[config.mk]
export PLATFORM = sky130hd
export DESIGN_NAME = bp_io_mmio_responder
export DESIGN_NICKNAME = d
export VERILOG_FILES = /design/src/rtl/bp_common_pkg.sv /design/src/rtl/bp_me_pkg.sv /design/src/rtl/bp_io_mmio_regfile.sv /design/src/rtl/bp_io_mmio_responder.sv
export SDC_FILE = /design/constraint.sdc
export NUM_CORES = 1
export LEC_CHECK = 0
export ABC_AREA = 1
export BUFFER_PORTS_ARGS = -buffer_cell sky130_fd_sc_hd__buf_2
export CELL_PAD_IN_SITES_DETAIL_PLACEMENT = 1
export CELL_PAD_IN_SITES_GLOBAL_PLACEMENT = 2
export CORE_AREA = 2 2 452 454
export CTS_CLUSTER_SIZE = 25
export DETAILED_ROUTE_END_ITERATION = 7
export DIE_AREA = 0 0 454 456
export HOLD_SLACK_MARGIN = 0.12
export PLACE_DENSITY_LB_ADDON = 0.1
export SYNTH_ARGS = -nofsm -noshare
export SYNTH_HDL_FRONTEND = slang
export SYNTH_HIERARCHICAL = 1
export SYNTH_SLANG_ARGS = --single-unit
[constraint.sdc]
create_clock -name clk_i -period 6.8 [get_ports clk_i]
set_input_delay 0.68 -clock clk_i [delete_from_list [all_inputs] [get_ports clk_i]]
set_output_delay 0.68 -clock clk_i [all_outputs]
set_load 0.005 [all_outputs]
[src/rtl/bp_common_pkg.sv]
// Shared processor configuration: parameter-set enum and the widths
// each configuration implies for the proc/mem interfaces.
package bp_common_pkg;

  typedef enum logic [0:0] {
    e_bp_default_cfg = 1'b0
  } bp_params_e;

  typedef struct packed {
    logic [15:0] paddr_width;
    logic [15:0] cce_block_width;
    logic [15:0] payload_width;
  } bp_proc_param_s;

  localparam bp_proc_param_s bp_default_cfg_p = '{
    paddr_width:     16'd40,
    cce_block_width: 16'd512,
    payload_width:   16'd16
  };

  function automatic bp_proc_param_s bp_get_cfg(
    input bp_params_e p
  );
    case (p)
      e_bp_default_cfg: return bp_default_cfg_p;
      default:          return bp_default_cfg_p;
    endcase
  endfunction

  localparam int paddr_width_gp =
    int'(bp_default_cfg_p.paddr_width);
  localparam int cce_block_width_gp =
    int'(bp_default_cfg_p.cce_block_width);
  localparam int payload_width_gp =
    int'(bp_default_cfg_p.payload_width);

  // Devices decode only the low 4 KiB of their page.
  localparam int dev_page_offset_width_gp = 12;

endpackage

[src/rtl/bp_me_pkg.sv]
// Memory-end message formats, command/size encodings, the MMIO
// responder FSM states and byte-mask helpers.
package bp_me_pkg;

  import bp_common_pkg::*;

  typedef enum logic [3:0] {
    e_rd    = 4'b0000,
    e_wr    = 4'b0001,
    e_uc_rd = 4'b0010,
    e_uc_wr = 4'b0011
  } bp_cce_mem_cmd_type_e;

  typedef enum logic [2:0] {
    e_mem_msg_size_1  = 3'b000,
    e_mem_msg_size_2  = 3'b001,
    e_mem_msg_size_4  = 3'b010,
    e_mem_msg_size_8  = 3'b011,
    e_mem_msg_size_16 = 3'b100,
    e_mem_msg_size_32 = 3'b101,
    e_mem_msg_size_64 = 3'b110
  } bp_mem_msg_size_e;

  typedef struct packed {
    logic [payload_width_gp-1:0] payload;
    bp_mem_msg_size_e            size;
    logic [paddr_width_gp-1:0]   addr;
    bp_cce_mem_cmd_type_e        msg_type;
  } bp_cce_mem_msg_header_s;

  typedef struct packed {
    logic [cce_block_width_gp-1:0] data;
    bp_cce_mem_msg_header_s        header;
  } bp_cce_mem_msg_s;

  typedef enum logic {
    e_ready = 1'b0,
    e_resp  = 1'b1
  } bp_io_mmio_state_e;

  // Register 0 is the read-only error counter.
  localparam int bp_io_err_reg_idx_gp = 0;

  function automatic int cce_mem_msg_width(
    input bp_params_e p
  );
    bp_proc_param_s c;
    c = bp_get_cfg(p);
    return 7 + int'(c.paddr_width)
             + int'(c.payload_width)
             + int'(c.cce_block_width);
  endfunction

  // Sizes above 8 bytes clamp to the full 64-bit register.
  function automatic logic [7:0] size_bmask(
    input bp_mem_msg_size_e s
  );
    case (s)
      e_mem_msg_size_1: return 8'h01;
      e_mem_msg_size_2: return 8'h03;
      e_mem_msg_size_4: return 8'h0F;
      default:          return 8'hFF;
    endcase
  endfunction

  function automatic logic [63:0] byte_expand(
    input logic [7:0] m
  );
    logic [63:0] r;
    for (int i = 0; i < 8; i++)
      r[8*i +: 8] = {8{m[i]}};
    return r;
  endfunction

endpackage

[src/rtl/bp_io_mmio_regfile.sv]
// 64-bit device registers with byte-merge writes, shifted/masked
// reads, and the saturating error counter behind register 0.
module bp_io_mmio_regfile
  import bp_me_pkg::*;
#(
  parameter int num_regs_p = 8,
  localparam int idx_w_lp = $clog2(num_regs_p)
) (
  input  logic                clk,
  input  logic                rst_n,
  input  logic                we,
  input  logic                err_inc,
  input  logic [idx_w_lp-1:0] idx,
  input  logic [2:0]          off,
  input  bp_mem_msg_size_e    size,
  input  logic [63:0]         wdata,
  output logic [63:0]         rdata
);

  logic [63:0] regs [1:num_regs_p-1];
  logic [15:0] err_cnt;
  logic [63:0] cur;
  logic [63:0] wmask;
  logic [63:0] rmask;
  logic [7:0]  wbm;
  logic [5:0]  sh;

  assign sh    = {off, 3'b000};
  // Bytes shifted past byte 7 fall off the 8-bit mask.
  assign wbm   = size_bmask(size) << off;
  assign wmask = byte_expand(wbm);
  assign rmask = byte_expand(size_bmask(size));

  always_comb begin
    cur = {48'b0, err_cnt};
    for (int i = 1; i < num_regs_p; i++)
      if (idx == idx_w_lp'(i))
        cur = regs[i];
  end

  assign rdata = (cur >> sh) & rmask;

  always_ff @(posedge clk or negedge rst_n) begin
    if (!rst_n) begin
      for (int i = 1; i < num_regs_p; i++)
        regs[i] <= '0;
      err_cnt <= '0;
    end else begin
      for (int i = 1; i < num_regs_p; i++)
        if (we && idx == idx_w_lp'(i))
          regs[i] <= (regs[i] & ~wmask)
                   | ((wdata << sh) & wmask);
      if (err_inc && err_cnt != 16'hFFFF)
        err_cnt <= err_cnt + 16'd1;
    end
  end

endmodule

[src/rtl/bp_io_mmio_responder.sv]
// MMIO responder: accepts one IO command at a time, answers it one
// cycle later with the echoed header and register read data.
module bp_io_mmio_responder
  import bp_common_pkg::*;
  import bp_me_pkg::*;
#(
  parameter bp_params_e bp_params_p = e_bp_default_cfg,
  parameter int num_regs_p = 8,
  localparam int cce_mem_msg_width_lp =
    cce_mem_msg_width(bp_params_p)
) (
  input  logic                            clk_i,
  input  logic                            reset_n_i,
  input  logic [cce_mem_msg_width_lp-1:0] io_cmd_i,
  input  logic                            io_cmd_v_i,
  output logic                            io_cmd_yumi_o,
  output logic [cce_mem_msg_width_lp-1:0] io_resp_o,
  output logic                            io_resp_v_o,
  input  logic                            io_resp_ready_i
);

  localparam int idx_w_lp = $clog2(num_regs_p);
  localparam int pw_lp = dev_page_offset_width_gp;

  bp_io_mmio_state_e      state, state_n;
  bp_cce_mem_msg_s        cmd, resp;
  bp_cce_mem_msg_header_s hdr_r;
  logic [63:0]            data_r;
  logic [63:0]            rdata;
  logic [idx_w_lp-1:0]    idx;
  logic [2:0]             off;
  logic [pw_lp-1:0]       pg;
  logic                   oor, is_rd, is_wr, err;
  logic                   we, err_inc;
  logic                   unused_data;

  assign cmd   = io_cmd_i;
  assign idx   = cmd.header.addr[3 +: idx_w_lp];
  assign off   = cmd.header.addr[2:0];
  assign pg    = cmd.header.addr[pw_lp-1:0];
  // Any page-offset bit above the index field is a hole.
  assign oor   = |(pg >> (3 + idx_w_lp));
  assign is_rd = cmd.header.msg_type == e_uc_rd;
  assign is_wr = cmd.header.msg_type == e_uc_wr;
  assign err   = !(is_rd || is_wr) || oor;

  assign unused_data = ^cmd.data[cce_block_width_gp-1:64];

  assign we = io_cmd_yumi_o && is_wr && !oor
           && idx != idx_w_lp'(bp_io_err_reg_idx_gp);
  assign err_inc = io_cmd_yumi_o && err;

  always_comb begin
    state_n       = state;
    io_cmd_yumi_o = 1'b0;
    io_resp_v_o   = 1'b0;
    unique case (state)
      e_ready: begin
        io_cmd_yumi_o = io_cmd_v_i;
        if (io_cmd_v_i)
          state_n = e_resp;
      end
      e_resp: begin
        io_resp_v_o = 1'b1;
        if (io_resp_ready_i)
          state_n = e_ready;
      end
      default: state_n = e_ready;
    endcase
    // Handshakes drop the moment reset asserts, not at the edge.
    if (!reset_n_i) begin
      io_cmd_yumi_o = 1'b0;
      io_resp_v_o   = 1'b0;
    end
  end

  always_ff @(posedge clk_i or negedge reset_n_i) begin
    if (!reset_n_i) begin
      state  <= e_ready;
      hdr_r  <= '0;
      data_r <= '0;
    end else begin
      state <= state_n;
      if (io_cmd_yumi_o) begin
        hdr_r  <= cmd.header;
        data_r <= (is_rd && !oor) ? rdata : '0;
      end
    end
  end

  always_comb begin
    resp            = '0;
    resp.header     = hdr_r;
    resp.data[63:0] = data_r;
  end

  assign io_resp_o = resp;

  bp_io_mmio_regfile #(
    .num_regs_p(num_regs_p)
  ) u_regfile (
    .clk     (clk_i),
    .rst_n   (reset_n_i),
    .we      (we),
    .err_inc (err_inc),
    .idx     (idx),
    .off     (off),
    .size    (cmd.header.size),
    .wdata   (cmd.data[63:0]),
    .rdata   (rdata)
  );

endmodule

Word-level counts from Yosys, hierarchy flattened
Cells that the tools add are included.

Add/sub/neg operators: 1. Multiply operators: 0. Divide/modulo/power cells: 0. $lt $le $gt $ge: 0. Equality and inequality tests: 12. Shifts and indexed selects: 3. Muxes and demuxes: 16. Bitwise logic cells: 18. Reduce and logical (&&, ||, !) cells: 20.

Operators by type and width (number): 64-bit AND (9); 64-bit 2-to-1 mux (8); 64-bit bitwise OR (7); 64-bit NOT (1); 64-bit by 6-bit left shift with 64-bit output (1); 64-bit by 6-bit right shift with 64-bit output (1); 8-bit one-hot mux with 3 select lines (1); 16-bit by 1-bit adder with 16-bit output, second input constant (1); 16-bit inequality test, second input constant (1); 1-bit logical AND (13); 3-bit equality test, second input constant (4); 3-bit by 2-bit equality test with 1-bit output, second input constant (3); 4-bit by 2-bit equality test with 1-bit output, second input constant (2); 8-bit by 3-bit left shift with 8-bit output (1); 3-bit by 1-bit equality test with 1-bit output, second input constant (2); 1-bit 2-to-1 mux (6); 6-bit OR reduction (1); 3-bit zero test (1); 3-bit nonzero test (1); 1-bit zero test (2); 1-bit logical OR (2); 1-bit one-hot mux with 2 select lines (1); 1-bit NOT (1).

Bits in registers: 592. Bits in latches: 0. Memory bits (writable): 0. Memory bits (read-only): 0. Output and inout port bits: 577. Logic and storage cells: 84. Memories: 0.

Depth between registers and ports, before layout
Depth in word-level cells: 11. Mapped depth: 21.

By module
Netlist, hierarchy kept.

Modules (own cells, without submodules): bp_io_mmio_regfile (instances 1, cells an instance 3323, area each 24519.8 sq um, seq. area each 11611.1 sq um); bp_io_mmio_responder (instances 1, cells an instance 1150, area each 8939.8 sq um, seq. area each 3203.1 sq um).

Worst setup path before layout
No wires, ideal clock.

Path kind: input-to-reg. Start point: input reset_n_i. End point: register u_regfile.err_cnt[15]. Setup time: 117 ps. Data arrival time: 2333 ps. Data required time: 6683 ps. Path slack: 4350 ps. Stages: 13. Cells stage by stage: nand3_2 -> buf_4 -> buf_4 -> a21oi_1 -> nand2_1 -> nor2_1 -> nand3_1 -> nor2_1 -> nand2_1 -> nor2_1 -> nand3_1 -> nand2_1 -> nand2_1.

Word-level cells in the longest chain between the ends: 3.

Ends and longest elaborated chain: start: declaration (line bp_io_mmio_responder.sv:13) `input logic reset_n_i,`; 1-bit 2-to-1 mux (line bp_io_mmio_responder.sv:71) `if (!reset_n_i) begin`; 1-bit logical AND (line bp_io_mmio_responder.sv:51) `assign err_inc = io_cmd_yumi_o && err;`; via err_inc (line bp_io_mmio_responder.sv:34) `logic we, err_inc;`; 1-bit logical AND (line bp_io_mmio_regfile.sv:53) `if (err_inc && err_cnt != 16'hFFFF)`; end signal: assignment (line bp_io_mmio_regfile.sv:54) `err_cnt <= err_cnt + 16'd1;`; end: declaration (line bp_io_mmio_regfile.sv:21) `logic [15:0] err_cnt;`.

The timed path passes the listed nets, and every way through them passes these cells. A chain may end at the register's enable or synchronous reset.

Final worst setup path
Start point: input io_cmd_i[9]. End point: register data_r[6].

Word-level cells in the longest chain between the ends: 11. Elaborated cells between the ends (all ways): 17.

Ends and longest elaborated chain: start: declaration (line bp_io_mmio_responder.sv:14) `input logic [cce_mem_msg_width_lp-1:0] io_cmd_i,`; 3-bit by 1-bit equality test with 1-bit output (line bp_io_mmio_regfile.sv:37) `if (idx == idx_w_lp'(i))`; 64-bit 2-to-1 mux (6 in series) (line bp_io_mmio_regfile.sv:37); 64-bit 2-to-1 mux (*) (line bp_io_mmio_regfile.sv:37); 64-bit by 6-bit right shift with 64-bit output (*) (line bp_io_mmio_regfile.sv:41) `assign rdata = (cur >> sh) & rmask;`; 64-bit AND (*) (line bp_io_mmio_regfile.sv:41); via rdata[6] (line bp_io_mmio_responder.sv:29) `logic [63:0] rdata;`; 64-bit 2-to-1 mux (*) (line bp_io_mmio_responder.sv:86) `data_r <= (is_rd && !oor) ? rdata : '0;`; end signal: assignment (line bp_io_mmio_responder.sv:86); end: declaration (line bp_io_mmio_responder.sv:28) `logic [63:0] data_r;`.

Mark *: on every way through the listed nets, which the timed path passes. The rest lies on a longest branch.

==> results by group <==
Critical path
  – Slowest Stage Delay on Critical Path: 0.50 ns
  – Crit-path slowest cell: buf_4
  – Critical R2R Launch: state$_DFF_PN0_
  – Arrival @ worst endpoint: 4.56 ns
  – Worst setup SP type: input port
  – Critical setup path kind: in2reg
  – Worst R2R Setup Slack: 3.56 ns
  – CP dominant cell by count: nand2_1
  – Crit path required time: 7.44 ns
  – Setup crit end kind: flop
  – Crit-path cells: buf_2 > inv_2 > nor2_4 > buf_4 > nand2_2 > buf_4 > o21ai_0 > a21oi_1 > nand2_1 > o21ai_0 > nand2_1 > nand2_1 > nand2_1 > nand2_1 > nand2_1 > nor2_1 > nor2_1 > inv_1 > nor2_1 > nand3_1 > nand2_1
  – CP Max Fanout: 31
  – FF-to-FF End: u_regfile/err_cnt[15]$_DFFE_PN0P_
  – Depth of the worst register-to-register path: 13

CTS
  – Hold_buf cts: 39
  – CTS tree: yes
  – Num CTS Buffers: 88
  – Clock-pin slew on the worst setup and hold paths: 0.05 ns
  – Post-CTS Setup Bufs: 0
  – Clk buf depth: 3
  – Clk root buf: clkbuf_16
  – H-tree level count: 3
  – # resized after CTS: 0
  – CTS Sinks: 592
  – Clk Latency, worst-skew pair: 0.73 ns

Global routing
  – Met3 Track Usage GR: 1.61%
  – Met2 Use GR: 27.3%
  – First-pass GRT wire length: 242,000 µm
  – Largest net degree at the start of global routing: 125
  – GRT Residual Overflow: 0
  – GRT Total Usage: 16.4%
  – Vias in the first global route: 30,391
  – Met1 Resource Use GR: 22.7%
  – Initial antenna violation count: 14
  – Busiest grt layer: met2

Floorplanning
  – Starting density of the core: 16.6%
  – Die width: 454 µm
  – Die Y: 456 µm
  – # rows: 165
  – Core ar.: 202,000 µm²
  – Num ports: 1,156
  – Die ar.: 207,000 µm²

Detailed routing
  – Drt first pass iters: 6
  – Initial DRC Count: 1,688
  – DRT antenna net count: 0
  – Routed WL per cell: 22.8 µm
  – Via Count: 29,638
  – Detailed-route DRC error count: 0
  – Drt total wl: 171,000 µm
  – Via-to-Cell Ratio: 3.94

Cells and area
  – Final #Nets: 5,361
  – FF+latch area: 14,800 µm²
  – Share of layout cells above drive strength 1: 13.0%
  – Fillers: 24,362
  – Area of the multi-input gates: 14,600 µm²
  – Final Util: 19.8%
  – Non-Filler Instances: 7,520
  – Area added between synthesis and finish: 19.1%

Yosys
  – Syn avg cell area: 7.48 µm²
  – Number of synthesized flops with an enable pin: 0
  – Synthesized area: 33,500 µm²
  – Register area share after synthesis: 44.3%
  – Async S/R FF share, synth: 100%
  – Distinct cells, synth: 39
  – Ys flop type: dfrtp_1
  – Most common cell in the netlist: nand2_1
  – Top cell type's share of synthesized area: 44.3%
  – Seq cells post-synth: 592
  – Top cells by count, synth: 1,447 x nand2_1, 592 x dfrtp_1, 469 x o21ai_0
  – Synthesized netlist cell count: 4,473
  – Largest cells by area after synthesis: dfrtp_1 44%, nand2_1 16%, buf_4 10%, o21ai_0 7.0%, nand3_1 4.1%
  – Top cell type by total area after synthesis: dfrtp_1
  – Ys Warns: 6

Placement
  – Final HPWL DP: 124,000 µm
  – PortBufs: 259
  – Gpl congestion: 0.785
  – Cells after DPL: 7,324

Timing
  – Worst-Margin Slew: 1.24 ns
  – Min cycle time layout: 3.92 ns
  – Final setup vio count: 0
  – Hold_ws: 0.195 ns
  – Clk_skew: 0.0449 ns
  – Fin Setup TNS: 0 ns
  – RSZ-0062 raised after global routing: false
  – Hold Fails Final Rpt: 0
  – F_max: 255 MHz
  – Final slew viol count: 0
  – Slew margin rel.: 16.8%
  – Tcrit/Tclk final: 57.6%

Power
  – Switching Share: 31.2%
  – Clock network fraction of design power: 47.6%
  – Power density over the cells: 246 nW/µm²
  – Flop pwr share: 37.7%
  – Int Power: 6.74 mW
  – VDD IR max: 0.211 mV
  – Comb pwr share: 14.8%
  – Switching power total: 3.05 mW
  – Static leakage: 20.0 nW

Flow run
  – MaxCap Viol Count: 0

Worst hold path
  – Hold Crit Depth: 3
  – Worst Hold Class: in2reg
  – Hold Crit Endpoint: io_resp_o[53]$_DFFE_PN0P_
  – Hold path start: io_cmd_i[53]

Outcome
  – Outcome: complete, no violations
[area by class of cell]
type | count | area share [%]
Antenna cell | 4 | 0.0251
Clock buffer | 138 | 6.48
Clock inverter | 15 | 0.713
Inverter | 364 | 3.43
Multi-Input combinational cell | 3306 | 36.7
Sequential cell | 592 | 37.2
Tap cell | 2672 | 8.39
Timing Repair Buffer | 429 | 7.09
[logic make-up (layout without fill, tap and decap cells)]
family	Yosys count	after routing	share of synthesized area (%)
other cells	1	452	0.0112
mux	57	57	1.88
compound gates	720	720	11.4
fa+ha+maj	1	1	0.0374
simple gates	2067	2067	25.0
flops	592	592	44.3
buf+inv	1022	946	17.1
xor+xnor	13	13	0.340
[placed cells by master, fill, tap and decap left out, drive strengths merged, types with 21 or more instances in the layout]
cell type / synthesis / final
dlygate4sd3: 0 / 39
a21oi: 122 / 122
conb: 1 / 448
clkbuf: 96 / 138
o21ai: 504 / 504
o22ai: 33 / 33
dfrtp: 592 / 592
buf: 562 / 390
nor2: 289 / 289
nand3: 274 / 274
nand2: 1450 / 1450
inv: 362 / 363
o21a: 21 / 21
nand4: 25 / 25
mux2: 48 / 48
[worst max-delay path: cells and delay by family]
family / cells / cell delay [ns]
and+or+nand+nor: 13 / 1.81
AOI/OAI and AO/OA: 3 / 0.50
buffers and inverters: 5 / 1.47
[routing by layer]
metal  up-vias  share of wire, %
li1      13926                 -
met1     14820                47
met2       756                47
met3       136               3.4
met4         0               1.7
met5         -                 0
[per-stage QoR]
| step | instance area, µm² | power, mW | setup WS (ns) |
|---|---|---|---|
| 2_1_floorplan | 35100 | 4.54 | 4.35 |
| 3_3_place_gp | 36600 | 5.22 | 2.09 |
| 3_5_place_dp | 36600 | 5.22 | 2.07 |
| 4_1_cts | 39800 | 10.1 | 2.84 |
| 5_1_grt | 39800 | 10.3 | 2.53 |
| 6_report | 39800 | 9.80 | 2.88 |
[worst max path at each step]
stage,startpoint,end,slack [ns],cells after the start
4_1_cts,reset_n_i,u_regfile/err_cnt[15]$_DFFE_PN0P_,2.84,14
2_1_floorplan,reset_n_i,u_regfile/err_cnt[15]$_DFFE_PN0P_,4.35,13
5_1_grt,reset_n_i,u_regfile/err_cnt[15]$_DFFE_PN0P_,2.53,14
3_5_place_dp,io_cmd_i[9],data_r[13]$_DFFE_PN0P_,2.07,19
3_3_place_gp,io_cmd_i[9],data_r[13]$_DFFE_PN0P_,2.09,19
6_report,io_cmd_i[9],data_r[6]$_DFFE_PN0P_,2.88,21
[power groups by stage]
stage / Combinational (mW) / Sequential [mW] / Clock (mW)
4_1_cts: 1.49 / 3.69 / 4.90
2_1_floorplan: 0.786 / 3.75 / 0
5_1_grt: 1.60 / 3.70 / 5.02
3_3_place_gp: 1.47 / 3.75 / 0
3_5_place_dp: 1.47 / 3.75 / 0
6_report: 1.45 / 3.69 / 4.66
Power figures use the tool's default switching activity.
